===== src/rtl/jump_exec_if.sv =====
// Decode/regfile -> jump execute stage -> fetch/write-back signal bundle.
// trap_valid/trap_pc are present only when JUMP_MISALIGN_TRAP_EN is defined.
interface jump_exec_if;
  logic        in_valid;
  logic        in_ready;
  logic [31:0] pc;
  logic [1:0]  jump_control;
  logic [4:0]  rd;
  logic [31:0] rs1_data;
  logic [20:0] imm;
  logic        wb_valid;
  logic [4:0]  wb_rd;
  logic [31:0] wb_data;
  logic        redirect_valid;
  logic [31:0] redirect_pc;
  logic        redirect_ack;
  logic        flush;
  logic        busy;
`ifdef JUMP_MISALIGN_TRAP_EN
  logic        trap_valid;
  logic [31:0] trap_pc;
`endif

  modport slave (
    input  in_valid, pc, jump_control, rd, rs1_data, imm, redirect_ack,
    output in_ready, wb_valid, wb_rd, wb_data, redirect_valid, redirect_pc, flush, busy
`ifdef JUMP_MISALIGN_TRAP_EN
    , trap_valid, trap_pc
`endif
  );

  modport master (
    output in_valid, pc, jump_control, rd, rs1_data, imm, redirect_ack,
    input  in_ready, wb_valid, wb_rd, wb_data, redirect_valid, redirect_pc, flush, busy
`ifdef JUMP_MISALIGN_TRAP_EN
    , trap_valid, trap_pc
`endif
  );
endinterface


===== src/rtl/jump_exec_stage.sv =====
// JAL/JALR execute: link write-back, PC redirect handshake, fixed-length flush.
// States: IDLE accept | REDIRECT hold until ack | FLUSH count down. Option: JUMP_MISALIGN_TRAP_EN.
module jump_exec_stage #(
  parameter int unsigned FLUSH_CYCLES = 2
) (
  input logic       clk,
  input logic       rst,
  jump_exec_if.slave jx
);
  localparam logic [1:0] JMP_NOP = 2'b00;
  localparam logic [1:0] JMP_JAL = 2'b01;
  localparam logic [1:0] JMP_JALR = 2'b10;

  typedef enum logic [1:0] {S_IDLE, S_REDIRECT, S_FLUSH} state_t;

  state_t      state_q, state_d;
  logic [3:0]  cnt_q, cnt_d;
  logic        wb_valid_q, wb_valid_d;
  logic [4:0]  wb_rd_q, wb_rd_d;
  logic [31:0] wb_data_q, wb_data_d;
  logic [31:0] redirect_pc_q, redirect_pc_d;
  logic        is_jal, is_jalr, accept;
  logic [31:0] jal_tgt, jalr_sum, target;
`ifdef JUMP_MISALIGN_TRAP_EN
  logic        mis_q, mis_d;
  logic [31:0] trap_pc_q, trap_pc_d;
`endif

  always_comb begin
    is_jal   = (jx.jump_control == JMP_JAL);
    is_jalr  = (jx.jump_control == JMP_JALR);
    accept   = jx.in_valid & (state_q == S_IDLE);
    jal_tgt  = jx.pc + {{11{jx.imm[20]}}, jx.imm};
    jalr_sum = jx.rs1_data + {{20{jx.imm[11]}}, jx.imm[11:0]};
    target   = is_jalr ? (jalr_sum & ~32'h1) : jal_tgt;
  end

  always_comb begin
    state_d       = state_q;
    cnt_d         = cnt_q;
    wb_valid_d    = 1'b0;
    wb_rd_d       = wb_rd_q;
    wb_data_d     = wb_data_q;
    redirect_pc_d = redirect_pc_q;
`ifdef JUMP_MISALIGN_TRAP_EN
    mis_d     = mis_q;
    trap_pc_d = trap_pc_q;
`endif
    case (state_q)
      S_IDLE: begin
        // NOP and the unused encoding are consumed here without effect
        if (accept && (is_jal || is_jalr)) begin
          state_d       = S_REDIRECT;
          wb_rd_d       = jx.rd;
          wb_data_d     = jx.pc + 32'd4;
          redirect_pc_d = target;
`ifdef JUMP_MISALIGN_TRAP_EN
          mis_d      = target[1];
          trap_pc_d  = jx.pc;
          wb_valid_d = ~target[1];
`else
          wb_valid_d = 1'b1;
`endif
        end
      end
      S_REDIRECT: begin
        // exactly one of redirect_valid/trap_valid is up here, so ack alone completes
        if (jx.redirect_ack) begin
          state_d = S_FLUSH;
          cnt_d   = FLUSH_CYCLES[3:0];
        end
      end
      S_FLUSH: begin
        cnt_d = cnt_q - 4'd1;
        if (cnt_q == 4'd1) state_d = S_IDLE;
      end
      default: state_d = S_IDLE;
    endcase
  end

  always_ff @(posedge clk or posedge rst) begin
    if (rst) begin
      state_q       <= S_IDLE;
      cnt_q         <= 4'd0;
      wb_valid_q    <= 1'b0;
      wb_rd_q       <= 5'd0;
      wb_data_q     <= 32'd0;
      redirect_pc_q <= 32'd0;
`ifdef JUMP_MISALIGN_TRAP_EN
      mis_q     <= 1'b0;
      trap_pc_q <= 32'd0;
`endif
    end else begin
      state_q       <= state_d;
      cnt_q         <= cnt_d;
      wb_valid_q    <= wb_valid_d;
      wb_rd_q       <= wb_rd_d;
      wb_data_q     <= wb_data_d;
      redirect_pc_q <= redirect_pc_d;
`ifdef JUMP_MISALIGN_TRAP_EN
      mis_q     <= mis_d;
      trap_pc_q <= trap_pc_d;
`endif
    end
  end

  assign jx.in_ready    = (state_q == S_IDLE);
  assign jx.busy        = (state_q != S_IDLE);
  assign jx.flush       = (state_q == S_FLUSH);
  assign jx.wb_valid    = wb_valid_q;
  assign jx.wb_rd       = wb_rd_q;
  assign jx.wb_data     = wb_data_q;
  assign jx.redirect_pc = redirect_pc_q;
`ifdef JUMP_MISALIGN_TRAP_EN
  assign jx.redirect_valid = (state_q == S_REDIRECT) & ~mis_q;
  assign jx.trap_valid     = (state_q == S_REDIRECT) & mis_q;
  assign jx.trap_pc        = trap_pc_q;
`else
  assign jx.redirect_valid = (state_q == S_REDIRECT);
`endif

  logic unused_nop;
  assign unused_nop = ^JMP_NOP;
endmodule

===== src/flat_wrapper.sv =====
// flat-port wrapper written by rule: the top's interface ports become plain ports
module jump_exec_stage_flat 
#(
  parameter int unsigned FLUSH_CYCLES = 2
)
  (clk, rst, jx_in_valid, jx_pc, jx_jump_control, jx_rd, jx_rs1_data, jx_imm, jx_redirect_ack, jx_in_ready, jx_wb_valid, jx_wb_rd, jx_wb_data, jx_redirect_valid, jx_redirect_pc, jx_flush, jx_busy);
  jump_exec_if jx_i ();
  input logic clk;
  input logic rst;
  input wire logic [$bits(jx_i.in_valid)-1:0] jx_in_valid;
  input wire logic [$bits(jx_i.pc)-1:0] jx_pc;
  input wire logic [$bits(jx_i.jump_control)-1:0] jx_jump_control;
  input wire logic [$bits(jx_i.rd)-1:0] jx_rd;
  input wire logic [$bits(jx_i.rs1_data)-1:0] jx_rs1_data;
  input wire logic [$bits(jx_i.imm)-1:0] jx_imm;
  input wire logic [$bits(jx_i.redirect_ack)-1:0] jx_redirect_ack;
  output wire logic [$bits(jx_i.in_ready)-1:0] jx_in_ready;
  output wire logic [$bits(jx_i.wb_valid)-1:0] jx_wb_valid;
  output wire logic [$bits(jx_i.wb_rd)-1:0] jx_wb_rd;
  output wire logic [$bits(jx_i.wb_data)-1:0] jx_wb_data;
  output wire logic [$bits(jx_i.redirect_valid)-1:0] jx_redirect_valid;
  output wire logic [$bits(jx_i.redirect_pc)-1:0] jx_redirect_pc;
  output wire logic [$bits(jx_i.flush)-1:0] jx_flush;
  output wire logic [$bits(jx_i.busy)-1:0] jx_busy;
  assign jx_i.in_valid = jx_in_valid;
  assign jx_i.pc = jx_pc;
  assign jx_i.jump_control = jx_jump_control;
  assign jx_i.rd = jx_rd;
  assign jx_i.rs1_data = jx_rs1_data;
  assign jx_i.imm = jx_imm;
  assign jx_i.redirect_ack = jx_redirect_ack;
  assign jx_in_ready = jx_i.in_ready;
  assign jx_wb_valid = jx_i.wb_valid;
  assign jx_wb_rd = jx_i.wb_rd;
  assign jx_wb_data = jx_i.wb_data;
  assign jx_redirect_valid = jx_i.redirect_valid;
  assign jx_redirect_pc = jx_i.redirect_pc;
  assign jx_flush = jx_i.flush;
  assign jx_busy = jx_i.busy;
  jump_exec_stage #(.FLUSH_CYCLES(FLUSH_CYCLES)) u_core (.clk(clk), .rst(rst), .jx(jx_i));
endmodule

===== config.mk =====
export PLATFORM = sky130hd
export DESIGN_NAME = jump_exec_stage_flat
export DESIGN_NICKNAME = d
export VERILOG_FILES = /design/src/rtl/jump_exec_if.sv /design/src/rtl/jump_exec_stage.sv /design/src/flat_wrapper.sv
export SDC_FILE = /design/constraint.sdc
export NUM_CORES = 1
export LEC_CHECK = 0
export ABC_AREA = 1
export CAP_MARGIN = 20
export CORE_AREA = 3 3 161 163
export CTS_CLUSTER_SIZE = 10
export DETAILED_ROUTE_END_ITERATION = 12
export DIE_AREA = 0 0 164 166
export GPL_ROUTABILITY_DRIVEN = 0
export PLACE_DENSITY_LB_ADDON = 0.25
export SLEW_MARGIN = 25
export SYNTH_ARGS = -nofsm -noshare
export SYNTH_HDL_FRONTEND = slang
export SYNTH_SLANG_ARGS = --single-unit
export TNS_END_PERCENT = 5

===== constraint.sdc =====
create_clock -name clk -period 6.02 [get_ports clk]
set_clock_uncertainty 0.15 [all_clocks]
set_input_delay 1.204 -clock clk [delete_from_list [all_inputs] [get_ports clk]]
set_output_delay 1.204 -clock clk [all_outputs]
set_load 0.01 [all_outputs]

==> results.toml, run 1 <==
[critical_path]
crit_top_cell = "nand2_1"
crit_fanout = 22
worstSetupStartpointType = "input pin"
crit_type = "in2reg"
cp.required_ns = 6.11
worst_ep_arrival_time_ns = 3.92
cp_slowest_cell = "clkdlybuf4s50_1"
end_kind = "flip-flop"
crit_chain = "clkdlybuf4s50_1, ha_1, nand2_1, nor2_1, inv_1, nor3_1, nand3_1, nand3_1, nand2_1, nand3_1, nand2_1, nand2_1, nand2_1"
slowest_delay_ns = 0.90

[outcome]
run_status = "finished clean"

[logic_synthesis]
synthArstFlopShare = 1.00
synth_edf_count = 0
ys.flop_type = "dfrtp_1"
synth_nets = 1658
synthXorXnorAreaFrac = 0.0378
synth-seq-cells = 76
synth_area_leader_cell = "nand2_1"
ys_types = 36
netlist_top_cells_area = "nand2_1 (29%), dfrtp_1 (22%), inv_1 (11%)"
syn_avg_cell_area_sq_um = 5.72
synth_fa_ha_area_frac = 0.0999
yosys.area_share.simple = 0.445
synth_top_area_frac = 0.286
synth_seq_area_share = 0.223
synthMuxAreaShare = 0
netlist_instances = 1495
yosys_warnings = 0
synth_compound_area_frac = 0.0720
syn_area_sq_um = 8550
synth_top_family_by_area = "simple AND/OR/NAND/NOR gates"

[pwr]
clockPowerShare = 0.191
finalPower_mw = 3.03
p_per_area_nw_per_um2 = 278
max-vdd-ir-drop_mv = 0.190
seqPwrFrac = 0.302
swShare = 0.391
p_sw_mw = 1.19
p_int_mw = 1.85
p_comb_frac = 0.506
power_leakage_nw = 6.04

[sta]
finalSetupTns_ns = 0
tightest_slew_ns = 0.968
setup_viol = 0
rsz0062_at_grt = "false"
final_hold_viol_count = 0
clock.fmax_ghz = 0.261
period_needed_ns = 3.82
fin_crit_sh = 0.635
max_slew_margin = 0.351
final_max_slew_viol_count = 0

[drt]
wl_per_cell_um = 13.9
via_count = 9264
vias_per_cell = 4.66
drtIter0Drc = 574
ant_nets = 0
drt-total-wl_mm = 27.6
drc = 0
drt_pass1_iterations = 6

[final_layout]
insertedDiodeCount = 0
fin_cells = 1987
layout-drive-gt1-share = 0.0265
nets = 1821
synthToLayoutAreaGrowth_pct = 27.6

[floorplan]
die_h_um = 166
coreArea_sq_um = 24500
die-area_sq_um = 27200
start_util = 0.349
io_pins = 170
fp-row-count = 57
die_w_um = 164

[placement]
dpl.cell_count = 1971
port_buffers = 169
post-dp-hpwl_mm = 23.0

[global_routing]
first_global_vias = 8526
grt_max_degree = 71
antenna_found_initial = 0
grt_pass1_wl_mm = 43.6
gr-total-overflow = 0
grt_usage = 0.199

[clock_network]
clockBufferDepth = 2
cts_tree = "done"
cts_buffers = 9
cts_sinks = 76
htreeDepth = 3
cts_root_buf = "clkbuf_16"
clkLatencyLatePin_ns = 0.34
cts.repair.resized = 0
holdBufCountCts = 0
cts_setup_buffers = 0
clk_pin_slew_ns = 0.06

[min_path]
hold_path.class = "reg2reg"

[flow_run]
maxCapViolCount = 0
-- cell usage after synthesis, drive strengths merged (2+ instances only) --
library cell and n:
nand4 11, dfrtp 76, nand2 654, and3 2
fa 2, o21bai 5, nand3b 13, nor4 3
a31oi 14, o21ai 38, nor3 18, ha 65
nor2 118, a21oi 57, xnor2 10, nor3b 2
inv 257, buf 7, clkbuf 14, xor2 26
nand3 99
-- cells by family after synthesis --
family / after synthesis
AOI/OAI and AO/OA: 116
DFF: 76
and+or+nand+nor: 922
adders and majority gates: 67
buffers and inverters: 278
xor gates and xnor gates: 36
-- metrics by stage --
stage | util | setup WS (ns) | area [sq um] | hold WS, ns
final | 0.446 | 2.20 | 10900 | 0.321
after global routing | 0.446 | 1.78 | 10900 | 0.340
after CTS | 0.446 | 2.18 | 10900 | 0.323
after detailed placement | 0.433 | 1.81 | 10600 | 0.308
after global placement | 0.433 | 1.82 | 10600 | 0.302
after floorplan | - | 2.73 | 8550 | 0.306
-- registers in the layout, indices dropped and copies added, names as in the netlist --
register	count
u_core.jx.redirect_pc	32
u_core.jx.wb_data	32
u_core.jx.wb_rd	5
u_core.cnt_q	4
u_core.state_q	2
u_core.jx.wb_valid	1
-- placed cells by master, fill, tap and decap left out, types with 5 or more instances in the layout --
cell type and instances:
clkdlybuf4s50_1 169, xnor2_1 9, a21oi_1 57, nand2_1 650
nor2_1 111, xor2_1 26, nand3b_1 13, o21bai_1 5
a31oi_1 14, o21ai_0 37, inv_1 252, nand4_1 11
dfrtp_1 76, nor3_1 15, nand3_1 95, clkbuf_16 9
ha_1 65
-- worst paths after layout --
path / to / from / cells past startpoint / slack [ns]
hold / removal: u_core.jx.wb_rd[1] / u_core.jx.wb_rd[1] / 2 / 0.32
setup / recovery: u_core.jx.redirect_pc[24] / jx_imm[11] / 13 / 2.20
setup reg to reg: u_core.jx.wb_data[9] / u_core.state_q[0] / 6 / 4.03
min in group asynchronous: u_core.cnt_q[0] / rst / 2 / 1.11
max in group asynchronous: u_core.jx.redirect_pc[17] / rst / 3 / 3.60
hold reg to reg: u_core.jx.wb_rd[1] / u_core.jx.wb_rd[1] / 2 / 0.32
-- critical path, delay by kind of cell --
family,cells,cell delay (ns)
adders and majority gates,1,0.67
buffers and inverters,2,0.98
and+or+nand+nor,10,1.06
-- cell type report --
| type | count | area (sq um) |
|---|---|---|
| Inverter | 257 | 966 |
| Clock buffer | 12 | 256 |
| Fill cell | 2619 | 13600 |
| Sequential cell | 76 | 1900 |
| Multi-Input combinational cell | 1141 | 5600 |
| Tap cell | 324 | 405 |
| Timing Repair Buffer | 173 | 1720 |
| Clock inverter | 4 | 55.1 |
-- power groups by stage --
stage,Sequential (mW),Clock (mW),Combinational [mW]
finish,0.917,0.581,1.54
global route,0.949,0.610,1.72
floorplan,0.994,0,0.679
detailed placement,0.924,0,1.55
global placement,0.926,0,1.53
CTS,0.922,0.595,1.55
-- routing by layer --
layer  vias up  routed length, um  GRT usage
met5         -                  0          0
met4         0                270     0.0335
met3        23               1510     0.0309
met2       215              13000      0.343
met1      4080              12800      0.266
li1       4946                  -          -
Power figures use the tool's default switching activity.
==> inputs of run 2 (changes only) <==
Clock period 6.02 ns to 3.2 ns, I/O delays scaled along.
==> results.toml, run 2 (synthesized netlist as in run 1, its figures left out) <==
[clock_network]
cts_root_buf = "clkbuf_16"
holdBufCountCts = 0
cts_buffers = 9
htreeDepth = 3
clk_pin_slew_ns = 0.06
clkLatencyLatePin_ns = 0.36
cts_tree = "done"
cts_sinks = 76
clockBufferDepth = 2
cts_setup_buffers = 0
cts.repair.resized = 0

[sta]
final_hold_viol_count = 0
final_max_slew_viol_count = 0
setup_viol = 0
max_slew_margin = 0.612
period_needed_ns = 2.85
setup_slack_ns = 0.353
rsz0062_at_grt = "false"
finalSetupTns_ns = 0
clock.fmax_ghz = 0.351
fin_crit_sh = 0.890
tightest_slew_ns = 0.582

[critical_path]
worstReg2RegEnd = "u_core.jx.wb_data[19]"
crit_chain = "clkdlybuf4s50_1, ha_1, fa_1, nand3_1, nand3_1, nand2_1, nand3_1, nand2_1, nand4_1, nand3_1, nand2_1, nand2_1, nand2_1"
cp.required_ns = 3.30
crit_start = "jx_imm[0]"
rr_worst_depth = 7
worstSetupStartpointType = "input pin"
rr_startpoint = "u_core.state_q[0]"
crit_top_cell = "nand2_1"
crit_fanout = 4
slowest_delay_ns = 0.48
cp_slowest_cell = "fa_1"
crit_type = "in2reg"
r2r_slack_ns = 1.44
end_kind = "flip-flop"
worst_ep_arrival_time_ns = 2.95

[drt]
via_count = 9578
drt-total-wl_mm = 28.5
drt_pass1_iterations = 5
met3_length_mm = 1.85
drc = 0
ant_nets = 0
wl_per_cell_um = 14.2
vias_per_cell = 4.76
dr_wl_met2_mm = 13.2
top_layer = "met4"
drtIter0Drc = 716
met1Wirelength_mm = 12.8

[final_layout]
final_cell_mix = "nand2_1 (650), inv_1 (253), clkdlybuf4s50_1 (169)"
design_area_sq_um = 11100
layout-drive-gt1-share = 0.0409
nets = 1845
fin_cells = 2011
insertedDiodeCount = 0
n_fill_cell = 2627
final_common_cell = "nand2_1"
synthToLayoutAreaGrowth_pct = 30.1

[placement]
place_area_sq_um = 10800
dp_worst_setup_slack_ns = 0.0227
port_buffers = 169
dpl.cell_count = 1995
post-dp-hpwl_mm = 23.6

[min_path]
hp-start = "u_core.jx.wb_data[1]"
min_path_cells = 2
hold_path.class = "reg2reg"
min_to = "u_core.jx.wb_data[1]"

[global_routing]
antenna_found_initial = 0
first_global_vias = 8997
grt_usage = 0.207
grt_pass1_wl_mm = 45.2
gr-total-overflow = 0
grt_max_degree = 71

[floorplan]
die_w_um = 164
io_pins = 170
fp-row-count = 57
start_util = 0.349
die-area_sq_um = 27200
die_h_um = 166
coreArea_sq_um = 24500

[pwr]
max-vdd-ir-drop_mv = 0.393
finalPower_mw = 5.77
p_per_area_nw_per_um2 = 519
power_leakage_nw = 6.16

[flow_run]
maxCapViolCount = 0

[outcome]
run_status = "finished clean"
run 2: per-stage QoR:
stage / util / hold WS [ns]
finish: 0.454 / 0.319
global route: 0.454 / 0.339
CTS: 0.454 / 0.323
detailed placement: 0.442 / 0.308
global placement: 0.442 / 0.303
floorplan: - / 0.306
run 2: worst max path at each step:
stage / endpoint / depth (start not counted) / slack [ns]
floorplan: u_core.cnt_q[0] / 1 / 0.47
global placement: u_core.jx.redirect_pc[28] / 13 / 0.06
detailed placement: u_core.jx.redirect_pc[28] / 14 / 0.02
CTS: u_core.jx.redirect_pc[28] / 14 / 0.38
global route: u_core.jx.redirect_pc[26] / 13 / 0.17
finish: u_core.jx.redirect_pc[24] / 13 / 0.35
run 2: final cells by class:
| cell class | count | area, sq um | share of cell area |
|---|---|---|---|
| Clock buffer | 10 | 239 | 0.0215 |
| Clock inverter | 6 | 70.1 | 0.00630 |
| Inverter | 257 | 966 | 0.0869 |
| Multi-Input combinational cell | 1141 | 5600 | 0.503 |
| Sequential cell | 76 | 1900 | 0.171 |
| Tap cell | 324 | 405 | 0.0365 |
| Timing Repair Buffer | 197 | 1940 | 0.174 |
run 2: per-layer routing:
layer  track usage  up-vias
met5             0        -
met2         0.350      300
li1              -     4987
met1         0.273     4256
met3        0.0342       35
met4        0.0574        0
run 2: critical path: cells and delay by family:
kind	cells	cell delay (ns)
simple gates	10	1.07
fa+ha+maj	2	0.77
buf+inv	1	0.46
run 2: report_power, final:
part           switching, mW  internal, mW  total (mW)
sequential             0.307          1.42        1.73
combinational           1.52          1.44        2.96
clock                  0.449         0.631        1.08
==> inputs of run 3 (changes only) <==
Settings changed: CTS_CLUSTER_SIZE 10 to 16.
==> results of run 3 <==
The final DEF is identical to that of run 2; final timing and power are the same.
